<file path="src/rtl/send_ctrl_pkg.sv">
// Shared constants, types and decode helpers for the send-side sequencer.
// Step and enable indices are bit positions within the 6-bit step and enable vectors.
package send_ctrl_pkg;

    localparam int NUM_STEPS = 6;

    typedef logic [2:0] step_t;
    typedef logic [5:0] en_vec_t;
    typedef logic [NUM_STEPS-1:0] seq_vec_t;

    localparam step_t S1 = 3'd0;
    localparam step_t S2 = 3'd1;
    localparam step_t S3 = 3'd2;
    localparam step_t S4 = 3'd3;
    localparam step_t S5 = 3'd4;
    localparam step_t S6 = 3'd5;

    localparam logic [2:0] EN_IAR = 3'd0;
    localparam logic [2:0] EN_RAM = 3'd1;
    localparam logic [2:0] EN_ACC = 3'd2;
    localparam logic [2:0] EN_ALU = 3'd3;
    localparam logic [2:0] EN_RA  = 3'd4;
    localparam logic [2:0] EN_RB  = 3'd5;

    typedef enum logic [3:0] {
        I_NOP, I_CPT, I_LD, I_ST, I_DATA, I_JMPR, I_JMP, I_JCON, I_CLR, I_DISP, I_HLT
    } instr_e;

    typedef enum logic [0:0] { ST_RUN, ST_HALT } ctrl_state_e;

    function automatic logic is_onehot6(input logic [5:0] v);
        return (v != 6'd0) && ((v & (v - 6'd1)) == 6'd0);
    endfunction

    function automatic logic multi_hot10(input logic [9:0] v);
        return (v & (v - 10'd1)) != 10'd0;
    endfunction

    function automatic en_vec_t en_bit(input logic [2:0] idx);
        en_vec_t v;
        v = 6'd1 << idx;
        return v;
    endfunction

    // Lines are {HLT,DISP,CLR,JCON,JMP,JMPR,DATA,ST,LD,cpt}; zero or multiple lines fold to NOP.
    function automatic instr_e decode_instr(input logic [9:0] lines);
        instr_e r;
        case (lines)
            10'b00_0000_0001: r = I_CPT;
            10'b00_0000_0010: r = I_LD;
            10'b00_0000_0100: r = I_ST;
            10'b00_0000_1000: r = I_DATA;
            10'b00_0001_0000: r = I_JMPR;
            10'b00_0010_0000: r = I_JMP;
            10'b00_0100_0000: r = I_JCON;
            10'b00_1000_0000: r = I_CLR;
            10'b01_0000_0000: r = I_DISP;
            10'b10_0000_0000: r = I_HLT;
            default:          r = I_NOP;
        endcase
        return r;
    endfunction

    function automatic step_t step_index(input seq_vec_t v);
        step_t r;
        case (v)
            6'b000001: r = S1;
            6'b000010: r = S2;
            6'b000100: r = S3;
            6'b001000: r = S4;
            6'b010000: r = S5;
            6'b100000: r = S6;
            default:   r = S1;
        endcase
        return r;
    endfunction

    function automatic step_t last_step(input instr_e ins);
        step_t r;
        case (ins)
            I_LD, I_ST, I_JMP:     r = S5;
            I_CPT, I_DATA, I_JCON: r = S6;
            default:               r = S4;
        endcase
        return r;
    endfunction

    // Enables driven during step st; flag only matters for the JCON step-6 RAM read.
    function automatic en_vec_t step_enables(input instr_e ins, input step_t st, input logic flag);
        en_vec_t r;
        r = 6'd0;
        case (st)
            S1: r = en_bit(EN_IAR);
            S2: r = en_bit(EN_RAM);
            S3: r = en_bit(EN_ACC);
            S4: begin
                case (ins)
                    I_CPT, I_JMPR, I_DISP:  r = en_bit(EN_RB);
                    I_LD, I_ST:             r = en_bit(EN_RA);
                    I_DATA, I_JMP, I_JCON:  r = en_bit(EN_IAR);
                    default:                r = 6'd0;
                endcase
            end
            S5: begin
                case (ins)
                    I_CPT:               r = en_bit(EN_ALU);
                    I_LD, I_DATA, I_JMP: r = en_bit(EN_RAM);
                    I_ST:                r = en_bit(EN_RB);
                    I_JCON:              r = en_bit(EN_ACC);
                    default:             r = 6'd0;
                endcase
            end
            S6: begin
                case (ins)
                    I_CPT, I_DATA: r = en_bit(EN_ACC);
                    I_JCON:        r = flag ? en_bit(EN_RAM) : 6'd0;
                    default:       r = 6'd0;
                endcase
            end
            default: r = 6'd0;
        endcase
        return r;
    endfunction

endpackage

</file>
<file path="src/rtl/send_control_step_ring.sv">
// One-hot step register: hold has priority over restart, restart over advance.
module step_ring
    import send_ctrl_pkg::*;
(
    input  logic     clk,
    input  logic     rst_n,
    input  logic     advance,
    input  logic     restart,
    input  logic     hold,
    output seq_vec_t seq
);

    seq_vec_t seq_r;

    // Step ring register; advance rotates the single hot bit to the next step.
    always_ff @(posedge clk or negedge rst_n) begin
        if (!rst_n) begin
            seq_r <= 6'b000001;
        end else if (hold) begin
            seq_r <= seq_r;
        end else if (restart) begin
            seq_r <= 6'b000001;
        end else if (advance) begin
            seq_r <= {seq_r[4:0], seq_r[5]};
        end else begin
            seq_r <= seq_r;
        end
    end

    assign seq = seq_r;

endmodule

</file>
<file path="src/rtl/send_control.sv">
// Send-side instruction sequencer: steps 1..6 with registered bus drive enables.
// Optional sticky decode/step error output is enabled by defining SEND_CTRL_CHECK_EN.
module send_control
    import send_ctrl_pkg::*;
(
    input  logic       Oclk,
    input  logic       rst_n,
    input  logic       cpt,
    input  logic       LD,
    input  logic       ST,
    input  logic       DATA,
    input  logic       JMPR,
    input  logic       JMP,
    input  logic       JCON,
    input  logic       CLR,
    input  logic       DISP,
    input  logic       HLT,
    input  logic       flag_ok,
    output logic [5:0] seq,
    output logic       OIAR,
    output logic       ORAM,
    output logic       OACC,
    output logic       OALU,
    output logic       ORA,
    output logic       ORB,
    output logic       halted
`ifdef SEND_CTRL_CHECK_EN
    ,
    output logic       bus_err
`endif
);

    ctrl_state_e state_r, state_nxt;
    en_vec_t     en_r, en_nxt;
    logic        fresh_r;
    logic        advance_s, restart_s, hold_s;
    seq_vec_t    seq_s;
    logic [9:0]  lines_s;
    instr_e      instr_s;
    step_t       cur_step_s;

    assign lines_s = {HLT, DISP, CLR, JCON, JMP, JMPR, DATA, ST, LD, cpt};
    assign instr_s = decode_instr(lines_s);

    step_ring u_ring (
        .clk     (Oclk),
        .rst_n   (rst_n),
        .advance (advance_s),
        .restart (restart_s),
        .hold    (hold_s),
        .seq     (seq_s)
    );

    // Next step and the enables that go with it, loaded together on the same edge.
    always_comb begin
        state_nxt  = state_r;
        en_nxt     = 6'd0;
        advance_s  = 1'b0;
        restart_s  = 1'b0;
        hold_s     = 1'b0;
        cur_step_s = step_index(seq_s);
        case (state_r)
            ST_RUN: begin
                if (!is_onehot6(seq_s)) begin
                    restart_s = 1'b1;
                    en_nxt    = step_enables(I_NOP, S1, 1'b0);
                end else if (seq_s[S3] && (instr_s == I_HLT)) begin
                    advance_s = 1'b1;
                    state_nxt = ST_HALT;
                end else if (cur_step_s == last_step(instr_s)) begin
                    restart_s = 1'b1;
                    en_nxt    = step_enables(I_NOP, S1, 1'b0);
                end else begin
                    advance_s = 1'b1;
                    en_nxt    = step_enables(instr_s, cur_step_s + 3'd1, flag_ok);
                end
            end
            ST_HALT: begin
                hold_s = 1'b1;
            end
            default: begin
                state_nxt = ST_RUN;
                restart_s = 1'b1;
                en_nxt    = step_enables(I_NOP, S1, 1'b0);
            end
        endcase
    end

    // Control state and enable registers; fresh_r marks the first seq1 after reset.
    always_ff @(posedge Oclk or negedge rst_n) begin
        if (!rst_n) begin
            state_r <= ST_RUN;
            en_r    <= 6'd0;
            fresh_r <= 1'b1;
        end else begin
            state_r <= state_nxt;
            en_r    <= en_nxt;
            fresh_r <= 1'b0;
        end
    end

`ifdef SEND_CTRL_CHECK_EN
    logic err_r;

    // Sticky error: illegal multi-line decode entering seq4, or a corrupted step ring.
    always_ff @(posedge Oclk or negedge rst_n) begin
        if (!rst_n) begin
            err_r <= 1'b0;
        end else if (((state_r == ST_RUN) && seq_s[S3] && multi_hot10(lines_s)) || !is_onehot6(seq_s)) begin
            err_r <= 1'b1;
        end else begin
            err_r <= err_r;
        end
    end

    assign bus_err = err_r;
`endif

    // The seq1 IAR drive after reset comes straight from the reset state, not a load.
    assign OIAR   = en_r[EN_IAR] | (fresh_r & rst_n);
    assign ORAM   = en_r[EN_RAM];
    assign OACC   = en_r[EN_ACC];
    assign OALU   = en_r[EN_ALU];
    assign ORA    = en_r[EN_RA];
    assign ORB    = en_r[EN_RB];
    assign seq    = seq_s;
    assign halted = (state_r == ST_HALT);

endmodule

</file>
<file path="config.mk">
export PLATFORM = sky130hd
export DESIGN_NAME = send_control
export DESIGN_NICKNAME = d
export VERILOG_FILES = /design/src/rtl/send_ctrl_pkg.sv /design/src/rtl/send_control_step_ring.sv /design/src/rtl/send_control.sv
export SDC_FILE = /design/constraint.sdc
export NUM_CORES = 1
export LEC_CHECK = 0
export CORE_ASPECT_RATIO = 1.1
export CORE_MARGIN = 3
export CORE_UTILIZATION = 54
export CTS_BUF_LIST = sky130_fd_sc_hd__clkbuf_4
export DETAILED_ROUTE_END_ITERATION = 12
export PLACE_DENSITY = 0.86
export SETUP_SLACK_MARGIN = 0.4
export SYNTH_ARGS = -nofsm -noshare
export SYNTH_HDL_FRONTEND = slang
export SYNTH_HIERARCHICAL = 1
export SYNTH_SLANG_ARGS = --single-unit
</file>
<file path="constraint.sdc">
create_clock -name Oclk -period 3.3 [get_ports Oclk]
set_clock_uncertainty 0.15 [all_clocks]
set_input_delay 0.66 -clock Oclk [delete_from_list [all_inputs] [get_ports Oclk]]
set_output_delay 0.66 -clock Oclk [all_outputs]
set_load 0.05 [all_outputs]
</file>
**Yosys cells after proc, flatten, opt, wreduce, memory -nomap -nowiden**

Memory sizes are Yosys's and may differ from the RTL's.
Index checks and enable logic that the tools add are counted.

- Register bits after elaboration: 14
- Memory bits (read-only): 48
- Output and inout bits: 13
- Logic and storage cells: 78
- Memories: 1

- Add/subtract/negate cells: 2
- Equal/unequal tests: 28
- Muxes and demuxes: 28
- Bitwise logic cells: 4
- Reduce and logical (&&, ||, !) cells: 11

Memory list:

| name | words | bits a word | read ports | clocked after Yosys merged registers in | write ports | line | source |
|---|---|---|---|---|---|---|---|
| (name not given) | 16 | 3 | 1 | 0 | 0 | send_ctrl_pkg.sv:97 | `case (ins)` |

Operators with widths:

| cell | number |
|---|---|
| one-hot mux 4 bit (10 select lines) | 1 |
| 2-to-1 mux 6 bit | 6 |
| one-hot mux 6 bit (6 select lines) | 1 |
| one-hot mux 6 bit (4 select lines) | 1 |
| one-hot mux 3 bit (5 select lines) | 1 |
| equality test 4 x 3 -> 1 bit, second input constant | 3 |
| 2-to-1 mux 1 bit | 12 |
| one-hot mux 3 bit (2 select lines) | 2 |
| equality test 10 x 1 -> 1 bit, second input constant | 1 |
| equality test 10 bit, second input constant | 1 |
| equality test 10 x 2 -> 1 bit, second input constant | 1 |
| equality test 10 x 3 -> 1 bit, second input constant | 1 |
| equality test 10 x 4 -> 1 bit, second input constant | 1 |
| equality test 10 x 5 -> 1 bit, second input constant | 1 |
| equality test 10 x 6 -> 1 bit, second input constant | 1 |
| equality test 10 x 7 -> 1 bit, second input constant | 1 |
| equality test 10 x 8 -> 1 bit, second input constant | 1 |
| equality test 10 x 9 -> 1 bit, second input constant | 1 |
| 2-to-1 mux 3 bit | 3 |
| OR reduction 3 bit | 3 |
| equality test 4 x 2 -> 1 bit, second input constant | 2 |
| bitwise AND 6 bit | 1 |
| equality test 3 x 2 -> 1 bit, second input constant | 2 |
| equality test 3 bit, second input constant | 2 |
| other kinds (22) | 23 |

**Logic depth before layout (Yosys ltp)**

- Word-level depth: 15
- Gate-level depth with buffers: 10
- Gate-level depth less buffers: 8

**Cells and area by module**

Netlist, hierarchy kept.

Modules (own cells, without submodules):

| module | times used | cells an instance | area an instance (um^2) | sequential area each (um^2) |
|---|---|---|---|---|
| send_control | 1 | 120 | 989.7 | 201.4 |
| step_ring | 1 | 32 | 350.3 | 151.4 |

**Worst setup path after synthesis**

OpenSTA, ideal clock, no wires.

- Path kind: register to register
- Start point: register u_ring.seq_r[5], in the netlist u_ring/seq[5]
- End point: register en_r[3]
- Arrival time: 2.974 ns
- Required time: 3.054 ns
- Path slack: 0.080 ns
- Stages on the path, launching flop included: 9
- Path buffers: 0
- Period minus slack after synthesis: 3.220 ns
- Cells stage by stage: dfrtp_1 or2_1 or3_1 nor3_1 ha_1 maj3_1 a211oi_1 nand4_1 nor4_2

- Cells in the longest elaborated chain, start to end: 9
- Elaborated cells on any way between the ends: 24
- Those cells by class: 2 x add/sub; 11 x eq/ne; 6 x mux; 1 x bitwise; 4 x reduce/logical

Ends and longest elaborated chain:

| what | line | source |
|---|---|---|
| start: declaration | send_control_step_ring.sv:13 | `seq_vec_t seq_r;` |
| start signal: assignment | send_control_step_ring.sv:20 | `seq_r <= seq_r;` |
| start signal: assignment | send_control_step_ring.sv:24 | `seq_r <= {seq_r[4:0], seq_r[5]};` |
| start signal: assignment | send_control_step_ring.sv:26 | `seq_r <= seq_r;` |
| equality test 6 bit, or another cell as far along | send_ctrl_pkg.sv:66 | `case (v)` |
| one-hot mux 3 bit (5 select lines) | send_ctrl_pkg.sv:66 |  |
| adder 3 x 1 -> 3 bit | send_control.sv:75 | `en_nxt = step_enables(instr_s, cur_step_s + 3'd1, flag_ok);` |
| equality test 3 bit, or another cell as far along | send_ctrl_pkg.sv:92 | `case (st)` |
| one-hot mux 6 bit (6 select lines) | send_ctrl_pkg.sv:92 |  |
| 2-to-1 mux 6 bit | send_control.sv:70 | `end else if (cur_step_s == last_step(instr_s)) begin` |
| 2-to-1 mux 6 bit | send_control.sv:67 | `end else if (seq_s[S3] && (instr_s == I_HLT)) begin` |
| 2-to-1 mux 6 bit * | send_control.sv:64 | `if (!is_onehot6(seq_s)) begin` |
| 2-to-1 mux 6 bit * | send_control.sv:62 | `case (state_r)` |
| net en_nxt[3] | send_control.sv:34 | `en_vec_t en_r, en_nxt;` |
| end signal: assignment | send_control.sv:97 | `en_r <= en_nxt;` |
| end: declaration | send_control.sv:34 |  |

Mark *: on every way through the listed nets, which the timed path passes. The rest lies on a longest branch.
A chain may end at the register's enable or synchronous reset.

**Worst setup path in the final report**

- Start point: input port JMPR
- End point: register u_ring.seq_r[3], in the netlist u_ring/seq[3]

- Cells in the longest elaborated chain, start to end: 15
- Elaborated cells on any way between the ends: 37
- Those cells by class: 18 x eq/ne; 14 x mux; 5 x reduce/logical

Ends and longest elaborated chain:

| what | line | source |
|---|---|---|
| start: declaration | send_control.sv:12 | `input logic JMPR,` |
| equality test 10 bit, or another cell as far along | send_ctrl_pkg.sv:48 | `case (lines)` |
| one-hot mux 4 bit (10 select lines) * | send_ctrl_pkg.sv:48 |  |
| equality test 4 x 3 -> 1 bit, or another cell as far along | send_ctrl_pkg.sv:80 | `case (ins)` |
| OR reduction 3 bit | send_ctrl_pkg.sv:80 |  |
| one-hot mux 3 bit (2 select lines) | send_ctrl_pkg.sv:80 |  |
| 2-to-1 mux 3 bit | send_control.sv:67 |  |
| 2-to-1 mux 3 bit | send_control.sv:64 |  |
| 2-to-1 mux 3 bit | send_control.sv:62 |  |
| equality test 3 bit | send_control.sv:70 |  |
| 2-to-1 mux 1 bit | send_control.sv:70 |  |
| 2-to-1 mux 1 bit * | send_control.sv:67 |  |
| 2-to-1 mux 1 bit * | send_control.sv:64 |  |
| 2-to-1 mux 1 bit * | send_control.sv:62 |  |
| net restart_s | send_control.sv:36 | `logic advance_s, restart_s, hold_s;` |
| nonzero test 2 bit (no line) | -- |  |
| AND reduction 2 bit (no line) | -- |  |

Mark *: on every way through the listed nets, which the timed path passes. The rest lies on a longest branch. The select of a mux whose other input is x is not followed.

==> out/summary.txt <==
================================================================================
Power per cell area ...............................................  766 nW/um^2
Run status ........................................................ finished, final reports clean
Start of the worst register-to-register path ...................... u_ring/seq[3]
Critical Path RT ..................................................      3.32 ns
Place WS ..........................................................    -0.129 ns
RSZ-0062 raised after global routing ..............................           no
Fraction of layout cells with a size suffix above 1 ...............        0.386
Die span in x .....................................................      53.5 um
Syn_area_per_cell .................................................   8.82 sq um
Clock latency at the later pin of the worst-skew pair .............      0.28 ns
Remaining design rule violation count .............................            0
Post-detailed-routing wire length .................................      4620 um
Inserted Diodes ...................................................            0
# nets final ......................................................          226
Stage delay of the slowest cell on the critical path ..............      0.42 ns
Highest Signal Layer ..............................................         met4
Sequential-to-total area share from yosys stat ....................        0.263
Initial core utilization ..........................................        0.583
Area of the core region ...........................................   2300 sq um
Number of port buffers ............................................           25
Finish-stage setup viols ..........................................            0
Net switching power ...............................................       724 uW
Worst hold path depth .............................................            1
Number of iterations in the first detailed-routing pass ...........            4
H-tree depth reported by CTS ......................................            1
Yosys reg bits ....................................................           14
Least setup slack across all paths after layout ...................     0.393 ns
Clock period minus final worst setup slack ........................      2.91 ns
Clock buffer depth ................................................            2
Post-synth design cell area .......................................   1340 sq um
Count of unique library cells instantiated by Yosys ...............           54
Max Freq ..........................................................      344 MHz
Synth-to-layout area growth .......................................        47.9%
Crit path buffers/inverters .......................................            4
Switching portion of total power ..................................        0.477
Async SR Flop Fraction ............................................         1.00
Final hold violations .............................................            0
Final-layout worst hold slack .....................................     0.489 ns
Top library cells by usage in the layout, fill and taps aside ..... 37 x buf_4, 14 x clkdlybuf4s50_1, 12 x nand2_1
Sequential group share of total power .............................        0.183
Gate count after technology mapping ...............................          152
Sum of net half-perimeters after detailed placement ...............      2900 um
Start-to-end type of the worst setup path ......................... input pin to register
Cell at the root of the clock tree ................................     clkbuf_4
Global route overflow .............................................            0
Number of cells traversed by the worst register-to-register path ..            9
Area contributors post-synth ...................................... dfrtp_1 22%, dfstp_2 3.9%, xnor2_1 3.9%
Startpoint of the most critical hold path ......................... u_ring/seq[3]
Class of the worst hold path ...................................... register to register
Number of nets with antenna violations after routing ..............            0
Highest fanout seen on the critical path ..........................            5
Worst-path cell chain ............................................. clkdlybuf4s15_1 -> or3_4 -> nor4_4 -> nor2_2 -> buf_4 -> buf_4 -> o21a_4 -> a31oi_4 -> buf_6 -> o21bai_1 -> a21o_1
Total count of max-transition violations in the final report ......            0
Routed length per instance ........................................      19.2 um
Total number of vias ..............................................         1554
TritonCTS clock tree ..............................................         done
Detailed-routed wire length on met3 ...............................       363 um
Post-Layout Cell Count ............................................          240
Count of pins on the block boundary ...............................           26
Global Route Usage Sum ............................................        0.278
Largest net degree at the start of global routing .................           18
Count of clock tree sinks .........................................           14
Post-Place Cells ..................................................          224
Nature of the critical path startpoint ............................    input pin
Destination of the worst hold path ................................ u_ring/seq[3]
Post-CTS Hold Buffers .............................................            0
Area used by multi-input combinational logic ......................    990 sq um
Reg area ..........................................................    358 sq um
First DRT Iteration DRCs ..........................................          107
Slowest cell on crit path .........................................        or3_4
Number of global-route vias before repair .........................         1419
Int Pwr ...........................................................       794 uW
Total clock buffers created by CTS ................................            3
Via density per instance ..........................................         6.48
Fill cells ........................................................          122
Number of enable-type register cells in the synthesized netlist ...            0
Wire length on met1 ...............................................      1800 um
Share of Yosys cell area claimed by the top area cell type ........        0.224
Reg-to-reg setup timing slack .....................................      0.41 ns
Synth warnings ....................................................            6
Final worst-path cycle share ......................................        0.881
Cell type group with the largest total delay on the critical path . simple AND/OR/NAND/NOR gates
LEAKAGE ...........................................................     0.842 nW
End-of-flow core utilization ......................................        0.863
Critical path endpoint category ...................................     register
Synth area leader .................................................      dfrtp_1
Worst max-slew margin expressed relative to the limit .............        0.596
Antenna violations before repair ..................................            0
Worst reg2reg endpoint ............................................      en_r[1]
Clock share of power ..............................................        0.066
Die Footprint .....................................................   3120 sq um
Most numerous cell on the critical path ...........................        buf_4
Routed wl met2 ....................................................      2250 um
Most common cell after layout, fill and taps aside ................        buf_4
Clock-pin slew on the worst setup and hold paths ..................      0.08 ns
Max-cap violation count ...........................................            0
Die outline height ................................................      58.2 um
First-pass GRT wire length ........................................      6570 um
Worst setup startpoint ............................................         JMPR
Num rows ..........................................................           18
Routability-driven placement congestion ratio .....................        0.905
Accumulated negative setup slack ..................................         0 ns
Most frequently used flop master after synthesis ..................      dfrtp_1
Arr. time, crit path ..............................................      2.93 ns
Worst slew pin tran ...............................................     0.601 ns
Combinational group share of total power ..........................        0.750
Maximum vdd ir drop ...............................................   0.000875 V
Syn Nets ..........................................................          167
================================================================================
==> cell usage after synthesis, types with 2 or more instances <==
cell type,n
a211oi_1,2
buf_6,4
o211ai_2,2
or4_1,5
nand2_1,12
a21o_1,5
o211ai_1,3
inv_1,8
o221ai_2,3
or3_1,3
nand3_1,4
dfstp_2,2
nor4b_1,3
nor3_1,9
dfrtp_1,12
nand3b_1,4
nor4_4,2
nor4_1,5
o21ai_0,7
a21oi_1,3
clkbuf_1,3
nor2_1,7
xor2_1,5
buf_2,3
ha_1,2
xnor2_1,6
==> power groups by stage <==
stage / clock, mW / sequential (mW) / combinational (mW)
4_1_cts: 0.0982 / 0.275 / 0.993
2_1_floorplan: 0 / 0.388 / 0.504
3_3_place_gp: 0 / 0.273 / 0.887
3_5_place_dp: 0 / 0.277 / 0.924
5_1_grt: 0.115 / 0.287 / 1.19
6_report: 0.100 / 0.278 / 1.14
==> kinds of logic after synthesis <==
kind of cell,Yosys count,share of synthesized area
xor+xnor,11,0.0719
other cells,1,0.00280
fa+ha+maj,4,0.0345
flops,14,0.263
buf+inv,18,0.0756
simple gates,67,0.330
compound gates,37,0.222
==> through the flow <==
step	area (sq um)	total power [mW]
2_1_floorplan	1360	0.892
3_3_place_gp	1790	1.16
3_5_place_dp	1790	1.20
4_1_cts	1910	1.37
5_1_grt	1980	1.59
6_report	1980	1.52
==> worst max-delay path by stage <==
stage | slack [ns] | cells after the start | to
after detailed placement | -0.13 | 9 | u_ring/seq[5]
after global routing | 0.23 | 9 | en_r[5]
final | 0.39 | 11 | u_ring/seq[3]
after global placement | -0.05 | 9 | u_ring/seq[3]
after CTS | 0.40 | 8 | en_r[1]
after floorplan | 0.21 | 10 | u_ring/seq[3]
==> cell type report <==
type                    instances  share of cell area
repair buffers                 64               0.273
flip-flops and latches         14               0.181
clock buffers                   3              0.0114
well taps                      30              0.0189
multi-input cells             120               0.499
inverters                       8              0.0152
clock inverters                 1             0.00189
==> sequential cells by signal, indices dropped and copies added, names as in the netlist <==
name	flops
halted	1
u_ring/seq	6
en_r	6
fresh_r	1
==> layer usage <==
metal | up-vias | track usage
met1 | 739 | 0.361
met3 | 31 | 0.0437
met5 | - | 0
met2 | 101 | 0.462
met4 | 0 | 0.0912
li1 | 683 | -
==> timing repair <==
item / CTS / global route
resized for setup: 30 / 7
endpoints found under the setup margin: 11 / 11
pin swaps: 14 / 14
buffers inserted: 6 / 6
Power figures use the tool's default switching activity.
